File: src/rtl/inst_encoder.sv
// inst_encoder: packs decoded RV32 instruction fields back into a 32-bit word through a 2-entry FIFO.
// Ports:
//   clk, rst_n                      clock, asynchronous active-low reset
//   in_valid/in_ready               field bundle handshake
//   in_opcode/in_funct3/in_funct7b5 opcode, funct3 and bit 30 of the instruction
//   in_rd/in_rs1/in_rs2             register indices
//   in_imm                          sign-extended immediate
//   pc_clear                        synchronous restart of the issue address at PC_BASE
//   out_valid/out_ready             encoded word handshake
//   out_inst/out_pc/out_err         encoded word, its issue address, unencodable flag
// Build option: define IMM_RANGE_CHECK_EN to flag immediates that do not fit their format.
module inst_encoder #(
  parameter int          WORD_BITWIDTH    = 32,
  parameter int          REG_NUM_BITWIDTH = 5,
  parameter logic [31:0] PC_BASE          = 32'h0,
  parameter logic [6:0]  INST_R           = 7'b0110011,
  parameter logic [6:0]  INST_I_LD        = 7'b0000011,
  parameter logic [6:0]  INST_I_IMM       = 7'b0010011,
  parameter logic [6:0]  INST_S           = 7'b0100011,
  parameter logic [6:0]  INST_B           = 7'b1100011,
  parameter logic [6:0]  INST_J           = 7'b1101111
) (
  input  logic                        clk,
  input  logic                        rst_n,
  input  logic                        in_valid,
  output logic                        in_ready,
  input  logic [6:0]                  in_opcode,
  input  logic [2:0]                  in_funct3,
  input  logic                        in_funct7b5,
  input  logic [REG_NUM_BITWIDTH-1:0] in_rd,
  input  logic [REG_NUM_BITWIDTH-1:0] in_rs1,
  input  logic [REG_NUM_BITWIDTH-1:0] in_rs2,
  input  logic [WORD_BITWIDTH-1:0]    in_imm,
  input  logic                        pc_clear,
  output logic                        out_valid,
  input  logic                        out_ready,
  output logic [WORD_BITWIDTH-1:0]    out_inst,
  output logic [31:0]                 out_pc,
  output logic                        out_err
);
  localparam logic [WORD_BITWIDTH-1:0] NOP = 32'h00000013;
  logic [WORD_BITWIDTH-1:0] w_inst;
  logic                     w_err;
  logic                     w_bad_i, w_bad_b, w_bad_j;
  logic                     w_push, w_pop;
  logic [WORD_BITWIDTH:0]   w_head;
  logic [WORD_BITWIDTH:0]   r_mem [2];
  logic                     r_wr_ptr, r_rd_ptr, r_live;
  logic [1:0]               r_count;
  logic [31:0]              r_pc;
`ifdef IMM_RANGE_CHECK_EN
  // An immediate fits N signed bits when every bit above N-2 equals the sign bit.
  assign w_bad_i = !(&in_imm[31:11] | ~|in_imm[31:11]);
  assign w_bad_b = !(&in_imm[31:12] | ~|in_imm[31:12]) | in_imm[0];
  assign w_bad_j = !(&in_imm[31:20] | ~|in_imm[31:20]) | in_imm[0];
`else
  assign w_bad_i = 1'b0;
  assign w_bad_b = 1'b0;
  assign w_bad_j = 1'b0;
`endif
  always_comb begin
    w_inst = NOP;
    w_err  = 1'b1;
    case (in_opcode)
      INST_R: begin
        w_inst = {1'b0, in_funct7b5, 5'b0, in_rs2, in_rs1, in_funct3, in_rd, in_opcode};
        w_err  = 1'b0;
      end
      INST_I_LD, INST_I_IMM: begin
        w_inst = {in_imm[11:0], in_rs1, in_funct3, in_rd, in_opcode};
        // Shift-immediates carry the SRAI select in bit 30 instead of upper immediate bits.
        if (in_opcode == INST_I_IMM && in_funct3[1:0] == 2'b01) w_inst[31:25] = {1'b0, in_funct7b5, 5'b0};
        w_err  = w_bad_i;
      end
      INST_S: begin
        w_inst = {in_imm[11:5], in_rs2, in_rs1, in_funct3, in_imm[4:0], in_opcode};
        w_err  = w_bad_i;
      end
      INST_B: begin
        w_inst = {in_imm[12], in_imm[10:5], in_rs2, in_rs1, in_funct3, in_imm[4:1], in_imm[11], in_opcode};
        w_err  = w_bad_b;
      end
      INST_J: begin
        w_inst = {in_imm[20], in_imm[10:1], in_imm[11], in_imm[19:12], in_rd, in_opcode};
        w_err  = w_bad_j;
      end
      default: begin
        w_inst = NOP;
        w_err  = 1'b1;
      end
    endcase
  end
  // r_live keeps in_ready low until the first edge after reset release.
  assign in_ready  = r_live && r_count != 2'd2;
  assign out_valid = r_count != 2'd0;
  assign w_push    = in_valid && in_ready;
  assign w_pop     = out_valid && out_ready;
  assign w_head    = r_mem[r_rd_ptr];
  assign out_inst  = out_valid ? w_head[WORD_BITWIDTH-1:0] : NOP;
  assign out_err   = out_valid && w_head[WORD_BITWIDTH];
  assign out_pc    = r_pc;
  always_ff @(posedge clk) begin
    if (w_push) r_mem[r_wr_ptr] <= {w_err, w_inst};
  end
  always_ff @(posedge clk or negedge rst_n) begin
    if (!rst_n) begin
      r_live   <= 1'b0;
      r_count  <= 2'd0;
      r_wr_ptr <= 1'b0;
      r_rd_ptr <= 1'b0;
      r_pc     <= PC_BASE;
    end else begin
      r_live   <= 1'b1;
      r_wr_ptr <= r_wr_ptr ^ w_push;
      r_rd_ptr <= r_rd_ptr ^ w_pop;
      r_count  <= r_count + {1'b0, w_push} - {1'b0, w_pop};
      r_pc     <= pc_clear ? PC_BASE : w_pop ? r_pc + 32'd4 : r_pc;
    end
  end
endmodule

File: config.mk
export PLATFORM = sky130hd
export DESIGN_NAME = inst_encoder
export DESIGN_NICKNAME = d
export VERILOG_FILES = /design/src/rtl/inst_encoder.sv
export SDC_FILE = /design/constraint.sdc
export NUM_CORES = 1
export LEC_CHECK = 0
export CORE_UTILIZATION = 65
export DETAILED_ROUTE_END_ITERATION = 8
export DONT_BUFFER_PORTS = 1
export PLACE_DENSITY_LB_ADDON = 0.15
export SKIP_CTS_REPAIR_TIMING = 1
export SLEW_MARGIN = 20
export SYNTH_ARGS = -nofsm -noshare
export SYNTH_HDL_FRONTEND = slang
export SYNTH_SLANG_ARGS = --single-unit
File: constraint.sdc
create_clock -name clk -period 5.1 [get_ports clk]
set_clock_uncertainty 0.15 [all_clocks]
set_input_delay 1.02 -clock clk [delete_from_list [all_inputs] [get_ports clk]]
set_output_delay 1.02 -clock clk [all_outputs]
set_load 0.05 [all_outputs]
==> results.json <==
{
  "period_minus_slack_ns": 3.56,
  "initial_core_util_pct": 68.7,
  "track_usage_pct": 25.5,
  "status": "finished, final reports clean",
  "syn_area_um2": 4750,
  "comb_power_share_pct": 35.8,
  "crit_type": "reg -> out",
  "whs_ns": 0.179,
  "post-route-period-util_pct": 69.7,
  "yosys.area.top_type": "edfxtp_1",
  "synthCells": 391,
  "area_delta_synth_final_pct": 6.01,
  "ys_warn_count": 0,
  "die_h_um": 87.5,
  "dp_cells": 474,
  "final.setup.tns_ns": 0,
  "ir_worst_vdd_mv": 0.250,
  "tightestPinTransition_ns": 1.05,
  "cts_tree": "done",
  "setup_viol": 0,
  "drive_gt1_share_pct": 9.14,
  "hp-class": "in -> async",
  "hold_viol": 0,
  "yosysMostFrequentCell": "edfxtp_1",
  "r2r_start": "out_pc[16]",
  "num_antenna_cells": 0,
  "grt_pass1_wl_um": 14400,
  "synth-async-reset-ratio_pct": 34.7,
  "htree_levels": 3,
  "switching_share_pct": 45.3,
  "crit_start": "r_rd_ptr",
  "crit_path_end_kind": "primary output",
  "ant_nets": 0,
  "grt_max_degree": 41,
  "timing.rr.end": "out_pc[28]",
  "cp_max_fo": 34,
  "synth_top_area_share_pct": 41.8,
  "ys_types": 51,
  "synth_area_leaders": "edfxtp_1, dfrtp_1, mux2i_1, nor2_1, a22o_1",
  "drv_slew": 0,
  "dr.pass1.iters": 4,
  "die_x_um": 87.5,
  "arrival_ns": 2.39,
  "power_frac_seq_pct": 43.4,
  "yosys-top-cells-count": "edfxtp_1, nor2_1, dfrtp_1, mux2i_1",
  "clk_latency_ns": 0.37,
  "vias_per_cell": 6.42,
  "place_congestion": 0.809,
  "final.setup.worst_slack_ns": 1.54,
  "drcViolationCount": 0,
  "post_synth.cell_area_avg_um2": 12.1,
  "drt_iter0_markers": 220,
  "path_clk_slew_ns": 0.10,
  "synth-seq-cells": 101,
  "dr_total_vias": 3145,
  "layout.cells.non_filler": 490,
  "pwr_density_cell_nw_per_um2": 492,
  "wire_per_inst_um": 18.8,
  "max_freq_ghz": 0.281,
  "rows": 30,
  "final_nets": 457,
  "maxCapViolCount": 0,
  "dpl.hpwl_um": 6110,
  "p_int_uw": 1350,
  "worstPathRequired_ns": 3.93,
  "portBuffers": 0,
  "cts_made_buffers": 9,
  "die-area_um2": 7650,
  "numClockSinks": 101,
  "dp_slack_ns": 1.94,
  "r2r_setup_slack_ns": 2.35,
  "cts-root-buf": "clkbuf_8",
  "core_area_um2": 6910,
  "reg2reg_depth": 4,
  "synth-edff-count": 66,
  "netSwitchingPower_uw": 1120,
  "cp-start-kind": "register",
  "grt_pass1_vias": 2852,
  "antenna_found_initial": 0,
  "relSlewSlack_pct": 29.9,
  "total_leakage_power_uw": 0.00191,
  "rsz0062_at_grt": "false",
  "clock_power_share_pct": 20.8,
  "clockBufferDepth": 2,
  "drt_wl_total_um": 9230,
  "synth_flop_cell": "edfxtp_1",
  "ys_seq_area_share_pct": 60.2,
  "pin_count": 130,
  "gr-total-overflow": 0
}
layout by cell type, fill, tap and decap left out, drive strengths merged, types with 2 or more instances in the layout:
cell      count
ha            5
mux2          4
o211ai        3
nor3          2
or2           2
nor2b        10
nor2         47
buf           6
inv          11
nand3        10
edfxtp       66
a21oi        17
dfrtp        35
o2111ai       2
nor4          5
and3          3
nand4         6
o21ai        10
o22ai         3
or4          13
and2          3
o31ai        12
conb          7
or3           5
a22o         17
clkinvlp      2
nand2        14
and4          5
mux2i        34
xnor2         3
clkbuf        9
xor2          8
critical path: stages (launching register included):
cell	delay, ns
dfrtp_2	1.04
mux2i_1	0.20
nor2_1	0.79
registers in the layout, summed over array words and instances, names as in the netlist:
name	count
r_mem	66
out_pc	30
r_count	2
r_live	1
r_rd_ptr	1
r_wr_ptr	1
how the worst max path moves through the flow:
| stage | endpoint | slack, ns | cells after the start |
|---|---|---|---|
| floorplan | r_mem[1][0] | 1.80 | 4 |
| finish | out_inst[3] | 1.54 | 2 |
| global route | out_inst[1] | 1.35 | 3 |
| CTS | out_inst[3] | 1.50 | 2 |
| detailed placement | out_inst[4] | 1.94 | 3 |
| global placement | out_inst[22] | 1.97 | 2 |
per-stage QoR:
| step | utilization [%] | instance area, um^2 | power [uW] |
|---|---|---|---|
| 3_5_place_dp | 69.9 | 4830 | 1980 |
| 3_3_place_gp | 69.9 | 4830 | 1970 |
| 2_1_floorplan | - | 4770 | 1880 |
| 5_1_grt | 72.9 | 5030 | 2580 |
| 6_report | 72.9 | 5030 | 2480 |
| 4_1_cts | 72.9 | 5030 | 2490 |
layout make-up:
| cell class | instances | area, um^2 |
|---|---|---|
| tap | 96 | 120 |
| clock buffer | 9 | 124 |
| timing repair buffer | 6 | 45.0 |
| multi-input combinational | 263 | 1770 |
| clock inverter | 7 | 80.1 |
| inverter | 8 | 30.0 |
| sequential | 101 | 2860 |
| fill | 499 | 1870 |
metal layers:
layer / vias up / part of all wire, % / GRT usage, %
li1: 1468 / - / -
met1: 1516 / 43 / 36.7
met4: 0 / 1.8 / 9.09
met3: 13 / 8.2 / 6.16
met2: 148 / 47 / 38.1
met5: - / 0 / 0
power by group through the flow:
stage | Sequential, uW | Clock (uW) | Combinational, uW
finish | 1070 | 516 | 887
global route | 1090 | 561 | 936
CTS | 1080 | 525 | 893
detailed placement | 1090 | 0 | 890
global placement | 1090 | 0 | 877
floorplan | 1020 | 0 | 864
cell families after synthesis:
| family | after synthesis | synth area share (%) |
|---|---|---|
| DFF | 101 | 60.2 |
| xor gates and xnor gates | 11 | 2.03 |
| AOI/OAI and AO/OA | 74 | 11.0 |
| muxes | 38 | 8.12 |
| and+or+nand+nor | 128 | 14.3 |
| buffers and inverters | 32 | 2.87 |
| other | 2 | 0.158 |
| adders and majority gates | 5 | 1.32 |
Power figures use the tool's default switching activity.
